`src/rtl/outfifo_arbiter_rr.sv`:
```
// Round-robin packet-granular arbiter merging per-thread output FIFOs onto one datapath.
// Supports strict rotation or work-conserving skip, with a minimum inter-grant gap.
module outfifo_arbiter_rr #(
    parameter int NUM_THREADS    = 4,
    parameter int DATAPATH_WIDTH = 64,
    parameter int CTRL_WIDTH     = 8,
    parameter int THREAD_BITS    = 2,
    parameter int STRICT_ORDER   = 1,
    parameter int GAP_CYCLES     = 2
) (
    input  logic                                  clk,
    input  logic                                  reset,
    input  logic [NUM_THREADS-1:0]                thread_done,
    input  logic [NUM_THREADS*DATAPATH_WIDTH-1:0] df_out_data_in,
    input  logic [NUM_THREADS*CTRL_WIDTH-1:0]     df_out_ctrl_in,
    input  logic [NUM_THREADS-1:0]                df_out_wr_in,
    input  logic [NUM_THREADS-1:0]                df_out_wr_early_in,
    input  logic                                  out_rdy,
    output logic [DATAPATH_WIDTH-1:0]             out_data_out,
    output logic [CTRL_WIDTH-1:0]                 out_ctrl_out,
    output logic                                  out_wr_out,
    output logic [NUM_THREADS-1:0]                fifo_start_read,
    output logic [NUM_THREADS-1:0]                fifo_read_done,
    output logic [THREAD_BITS-1:0]                cur_thread
);

    typedef enum logic [1:0] {IDLE, GAP, OWN} state_t;

    localparam logic [3:0] GAP_LIMIT = 4'(GAP_CYCLES);

    state_t                 state_q, state_d;
    logic [THREAD_BITS-1:0] cur_thread_q, cur_thread_d;
    logic [NUM_THREADS-1:0] rdy_q, rdy_d;
    logic [NUM_THREADS-1:0] start_read_q, start_read_d;
    logic [NUM_THREADS-1:0] read_done_q, read_done_d;
    logic [3:0]             cnt_q, cnt_d;
    logic                   out_rdy_q, out_rdy_d;

    logic                   cand_valid;
    logic [THREAD_BITS-1:0] cand_idx;
    logic                   handoff;
    logic [NUM_THREADS-1:0] grant_mask;
    int                     scan_idx;

    // Candidate: in IDLE start from thread 0 (strict) or lowest ready; otherwise scan
    // after the owner, with the owner itself checked last so a sole ready thread re-wins.
    always_comb begin
        cand_valid = 1'b0;
        cand_idx   = '0;
        scan_idx   = 0;
        if (state_q == IDLE) begin
            if (STRICT_ORDER != 0) begin
                cand_valid = rdy_q[0];
            end else begin
                for (int i = NUM_THREADS - 1; i >= 0; i--) begin
                    if (rdy_q[i]) begin
                        cand_valid = 1'b1;
                        cand_idx   = THREAD_BITS'(i);
                    end
                end
            end
        end else if (STRICT_ORDER != 0) begin
            scan_idx   = (int'(cur_thread_q) + 1) % NUM_THREADS;
            cand_valid = rdy_q[THREAD_BITS'(scan_idx)];
            cand_idx   = THREAD_BITS'(scan_idx);
        end else begin
            for (int k = NUM_THREADS; k >= 1; k--) begin
                scan_idx = (int'(cur_thread_q) + k) % NUM_THREADS;
                if (rdy_q[THREAD_BITS'(scan_idx)]) begin
                    cand_valid = 1'b1;
                    cand_idx   = THREAD_BITS'(scan_idx);
                end
            end
        end
    end

    always_comb begin
        state_d      = state_q;
        cur_thread_d = cur_thread_q;
        start_read_d = '0;
        read_done_d  = '0;
        grant_mask   = '0;
        handoff      = 1'b0;
        out_rdy_d    = out_rdy;
        cnt_d        = (cnt_q == 4'hF) ? cnt_q : cnt_q + 4'd1;
        unique case (state_q)
            IDLE: begin
                cnt_d   = '0;
                handoff = cand_valid;
            end
            GAP: begin
                if (cnt_d >= GAP_LIMIT) state_d = OWN;
            end
            OWN: begin
                handoff = !df_out_wr_early_in[cur_thread_q] && (out_rdy || out_rdy_q) && cand_valid;
            end
            default: state_d = IDLE;
        endcase
        if (handoff) begin
            state_d                = GAP;
            cur_thread_d           = cand_idx;
            cnt_d                  = '0;
            start_read_d[cand_idx] = 1'b1;
            grant_mask[cand_idx]   = 1'b1;
            if (state_q == OWN) read_done_d[cur_thread_q] = 1'b1;
        end
        // A done arriving in the decision cycle or the pulse cycle is the packet being consumed.
        rdy_d = (rdy_q | thread_done) & ~grant_mask & ~start_read_q;
    end

    always_ff @(posedge clk) begin
        if (reset) begin
            state_q      <= IDLE;
            cur_thread_q <= '0;
            rdy_q        <= '0;
            start_read_q <= '0;
            read_done_q  <= '0;
            cnt_q        <= '0;
            out_rdy_q    <= 1'b0;
        end else begin
            state_q      <= state_d;
            cur_thread_q <= cur_thread_d;
            rdy_q        <= rdy_d;
            start_read_q <= start_read_d;
            read_done_q  <= read_done_d;
            cnt_q        <= cnt_d;
            out_rdy_q    <= out_rdy_d;
        end
    end

    always_comb begin
        out_data_out = '0;
        out_ctrl_out = '0;
        out_wr_out   = 1'b0;
        if (state_q != IDLE) begin
            out_data_out = df_out_data_in[int'(cur_thread_q)*DATAPATH_WIDTH +: DATAPATH_WIDTH];
            out_ctrl_out = df_out_ctrl_in[int'(cur_thread_q)*CTRL_WIDTH +: CTRL_WIDTH];
            out_wr_out   = df_out_wr_in[cur_thread_q];
        end
    end

    assign fifo_start_read = start_read_q;
    assign fifo_read_done  = read_done_q;
    assign cur_thread      = cur_thread_q;

endmodule

```
`config.mk`:
```
export PLATFORM = sky130hd
export DESIGN_NAME = outfifo_arbiter_rr
export DESIGN_NICKNAME = d
export VERILOG_FILES = /design/src/rtl/outfifo_arbiter_rr.sv
export SDC_FILE = /design/constraint.sdc
export NUM_CORES = 1
export LEC_CHECK = 0
export BUFFER_PORTS_ARGS = -buffer_cell sky130_fd_sc_hd__buf_4
export CORE_AREA = 2 2 149 151
export DETAILED_ROUTE_END_ITERATION = 16
export DIE_AREA = 0 0 151 153
export GPL_TIMING_DRIVEN = 1
export PLACE_DENSITY = 0.44
export SETUP_SLACK_MARGIN = 0.5
export SYNTH_ARGS = -nofsm -noshare
export SYNTH_HDL_FRONTEND = slang
export SYNTH_SLANG_ARGS = --single-unit
```
`constraint.sdc`:
```
create_clock -name clk -period 2.15 [get_ports clk]
set_input_delay 0.215 -clock clk [delete_from_list [all_inputs] [get_ports clk]]
set_output_delay 0.215 -clock clk [all_outputs]
set_load 0.01 [all_outputs]
```
==> results.rst <==
.. list-table::
   :header-rows: 1

   * - Metric
     - Value
   * - Outcome
     - completed
   * - Top cell family by delay on the critical path
     - buffers and inverters
   * - Worst Path Max Fanout
     - 6
   * - Hold-fix buffers at CTS
     - 0
   * - Hold Path Class
     - in -> reg
   * - Setup_tns
     - 0 ns
   * - Top FF cell, synth
     - sky130_fd_sc_hd__dfxtp_1
   * - TritonCTS sink count
     - 21
   * - Worst reg2reg path endpoint
     - cur_thread[0]$_SDFFE_PP0P_
   * - Number of buffer and inverter instances along the worst setup path
     - 4
   * - Rows
     - between 50 and 60
   * - Vias/cell
     - between 4 and 5
   * - Number of hold-slack violations in the final timing report
     - 0
   * - Category of the worst setup path capture point
     - output port
   * - Instance count along the most critical hold path
     - 2
   * - Share of synthesized registers carrying an async set or reset
     - 0%
   * - Pin count of the biggest net entering global routing
     - 50
   * - Fraction of layout instances using a drive strength above 1
     - 82.1%
   * - Most frequent cells in the layout
     - 374 x sky130_fd_sc_hd__buf_4, 74 x sky130_fd_sc_hd__mux4_2, 53 x sky130_fd_sc_hd__nor2b_1, 25 x sky130_fd_sc_hd__buf_6, 20 x sky130_fd_sc_hd__nor2b_4
   * - Worst setup path startpoint
     - cur_thread[0]$_SDFFE_PP0P_
   * - Complex-gate fraction of the synthesized area
     - under 10%
   * - Total routed wirelength
     - 20.8 mm
   * - Final critical-path share of the clock period
     - between 90 and 100%
   * - Drt first-iter violations
     - 140
   * - Deepest clock path buffer count
     - 2
   * - Number of global-route vias before repair
     - approximately 4700
   * - Minimum clock period
     - approximately 2.1 ns
   * - Highest Clock Rate
     - 485 MHz
   * - Internal power
     - between 1 and 1.5 mW
   * - Uppermost metal layer occupied by signal nets
     - met4
   * - Data arrival time of the worst path
     - about 1.9 ns
   * - Most common library cell in the layout ignoring fill and taps
     - sky130_fd_sc_hd__buf_4
   * - Switching power of the nets
     - around 540 uW
   * - Final Max Slew Viols
     - 0
   * - DR WL met2
     - roughly 11 mm
   * - Clock slew at reported path FFs
     - about 0.05 ns
   * - WL met3
     - between 1 and 1.5 mm
   * - Seq pwr share
     - between 20% and 30%
   * - Post-synthesis xor/xnor area fraction
     - less than 1%
   * - Peak per-stage delay on the critical path
     - just over 0.5 ns
   * - Critical Path Slowest Stage Cell
     - sky130_fd_sc_hd__mux4_2
   * - Synthesized Nets
     - between 500 and 600
   * - Per-cell routed wire length
     - 22.2 um
   * - Pwr/cell area
     - around 260 nW/um^2
   * - Global placement routability congestion
     - about 0.91
   * - VDD IR-drop max
     - between 200 and 250 uV
   * - Master cell of the clock root buffer
     - sky130_fd_sc_hd__clkbuf_16
   * - Setup repair after global routing missed its margin
     - yes
   * - Number of cells in the finished layout apart from fillers
     - 940
   * - Fill cell count
     - approximately 2300
   * - Combinational power share
     - between 50% and 60%
   * - Register-to-register path setup slack
     - between 0.15 and 0.2 ns
   * - Placed cell count
     - slightly above 900
   * - Clock latency at the later pin of the worst-skew pair
     - 0.25 ns
   * - Net count of the finished layout
     - between 900 and 1000
   * - Flop and latch count out of synthesis
     - 21
   * - # diodes
     - 0
   * - Number of I/O port buffers
     - 385
   * - Remaining DRCs
     - 0
   * - Path type of the worst setup path
     - reg -> out
   * - Mux cell area share after synthesis
     - between 50 and 60%
   * - Fraction of the mapped netlist area in adder cells
     - under 10%
   * - Endpoint of the worst hold-timing path
     - out_rdy_q$_SDFF_PP0_
   * - Leakage power figure
     - roughly 3.1 nW
   * - Router iterations before antenna repair
     - 4
   * - Measured slew at the worst slew-check pin
     - 0.548 ns
   * - Chip Width
     - between 150 and 200 um
   * - Max-cap violations
     - 0
   * - Part of the Yosys area used for sequential elements
     - between 10% and 20%
   * - Initial standard-cell utilization of the core
     - between 10% and 20%
   * - Launching point of the worst reg2reg path
     - cur_thread[0]$_SDFFE_PP0P_
   * - Count of unique library cells instantiated by Yosys
     - 35
   * - Number of cells on the worst reg-to-reg path
     - 7
   * - Synth-to-Final Area Change
     - 131%
   * - Hold wc startpoint
     - out_rdy
   * - Average instance area after synthesis
     - between 10 and 15 um^2
   * - Detailed-route wire length on metal 1
     - 8.50 mm
   * - Number of nets still failing antenna checks after routing
     - 0
   * - TritonCTS clock tree
     - yes
   * - Number of warning messages in the yosys log
     - 0
   * - Clock power share
     - 20.6%
   * - Max Clock Skew
     - roughly 0.0026 ns
   * - Netlist area before placement
     - 3140 um^2
   * - Switching Share
     - just under 30%
   * - H-tree depth
     - 1
   * - Io pins
     - 386
   * - HPWL after DPL
     - around 17 mm
   * - Total Die Area
     - approximately 23000 um^2
   * - Wire length of the first global-routing pass
     - ~30 mm
   * - Post-synthesis simple-gate area fraction
     - between 20 and 25%
   * - Tightest slew margin relative to the limit
     - between 60% and 70%
   * - Ordered list of cells on the worst path
     - buf_12, buf_8, buf_16, mux4_2, nor2b_1, buf_4
   * - EDFF count, synth
     - 0
   * - Main combinational cell family by area after synthesis
     - multiplexers
   * - Synth Instances
     - around 270
   * - Total number of vias
     - 4100
   * - Initial antenna violation count
     - 0
   * - Data required time at the worst endpoint
     - approximately 1.9 ns
   * - Vertical die dimension
     - between 150 and 200 um
   * - Overall track demand over capacity in global routing
     - 17.1%
   * - Final setup fails
     - 0
   * - Core Footprint
     - around 21000 um^2
   * - GRT overflow
     - 0
   * - Launching element type of the critical path
     - register
   * - Cts bufs inserted
     - 3
-- synthesized netlist by cell type, types with 2 or more instances --
cell | instances | area [um^2]
sky130_fd_sc_hd__a31oi_1 | 3 | 18.8
sky130_fd_sc_hd__buf_1 | 5 | 18.8
sky130_fd_sc_hd__or3_1 | 2 | 12.5
sky130_fd_sc_hd__ha_1 | 5 | 62.6
sky130_fd_sc_hd__buf_2 | 6 | 30.0
sky130_fd_sc_hd__dfxtp_1 | 21 | 420
sky130_fd_sc_hd__o211ai_1 | 2 | 15.0
sky130_fd_sc_hd__buf_4 | 4 | 30.0
sky130_fd_sc_hd__inv_1 | 5 | 18.8
sky130_fd_sc_hd__mux4_2 | 74 | 1670
sky130_fd_sc_hd__and3_1 | 2 | 12.5
sky130_fd_sc_hd__nand2_1 | 4 | 15.0
sky130_fd_sc_hd__nor3_1 | 4 | 20.0
sky130_fd_sc_hd__nor2b_1 | 75 | 469
sky130_fd_sc_hd__clkbuf_1 | 13 | 48.8
sky130_fd_sc_hd__nor2_1 | 10 | 37.5
sky130_fd_sc_hd__mux2i_1 | 2 | 20.0
sky130_fd_sc_hd__a2111oi_0 | 2 | 17.5
sky130_fd_sc_hd__o21ai_0 | 5 | 25.0
sky130_fd_sc_hd__a21oi_1 | 3 | 15.0
sky130_fd_sc_hd__mux2_2 | 2 | 22.5
sky130_fd_sc_hd__nor3b_1 | 4 | 30.0
sky130_fd_sc_hd__a211oi_1 | 3 | 22.5
-- how the worst max path moves through the flow --
stage	to	cells past startpoint
after floorplan	cur_thread[0]$_SDFFE_PP0P_	8
after global placement	out_ctrl_out[2]	4
after detailed placement	out_ctrl_out[2]	4
after CTS	out_data_out[32]	6
after global routing	out_data_out[31]	6
final	out_data_out[32]	6
-- logic make-up (layout without fill, tap and decap cells) --
group	Yosys count	in the layout
and+or+nand+nor	107	107
muxes	78	78
buffers and inverters	33	425
AOI/OAI and AO/OA	23	23
DFF	21	21
adders and majority gates	5	5
xor gates and xnor gates	1	1
-- state kept, by name (all words and copies together), names as in the netlist --
signal / cells
fifo_read_done: 4
cur_thread: 2
cnt_q: 4
state_q: 2
fifo_start_read: 4
rdy_q: 4
out_rdy_q: 1
-- power groups by stage --
stage / logic, mW / registers [mW] / clock network (mW)
2_1_floorplan: 0.315 / 0.418 / 0
3_3_place_gp: 0.975 / 0.423 / 0
3_5_place_dp: 0.986 / 0.423 / 0
4_1_cts: 1.04 / 0.414 / 0.398
5_1_grt: 1.14 / 0.417 / 0.413
6_report: 1.07 / 0.415 / 0.385
-- final cells by class --
| type | count | area, um^2 | share of cell area [%] |
|---|---|---|---|
| repair buffers | 416 | 3500 | 48.3 |
| multi-input cells | 214 | 2870 | 39.6 |
| flip-flops and latches | 21 | 428 | 5.91 |
| well taps | 280 | 350 | 4.84 |
| clock buffers | 4 | 78.8 | 1.09 |
| inverters | 5 | 21.3 | 0.294 |
-- layer usage --
metal	global-route usage (%)	vias up
met5	0	-
met4	2.36	0
met3	3.49	16
met2	30.4	171
met1	21.8	2063
li1	-	1850
-- stage by stage --
step                hold slack (ns)  area (um^2)  setup slack (ns)  power, mW  utilization [%]
finish                        0.186         7240            0.0878       1.87             33.7
global route                  0.215         7240            0.0514       1.97             33.7
CTS                           0.185         7010            0.0929       1.85             32.6
detailed placement            0.448         6440             0.204       1.41             30.0
global placement              0.445         6440             0.210       1.40             30.0
floorplan                     0.343         3310             0.401      0.733                -
-- what timing repair did --
action	4_1_cts	5_1_grt
endpoints found under the setup margin	88	93
setup buffers	10	4
resized for setup	48	36
pin swaps	2	3
cloned	7	2
Note: power is estimated with default switching activity, not from simulation.
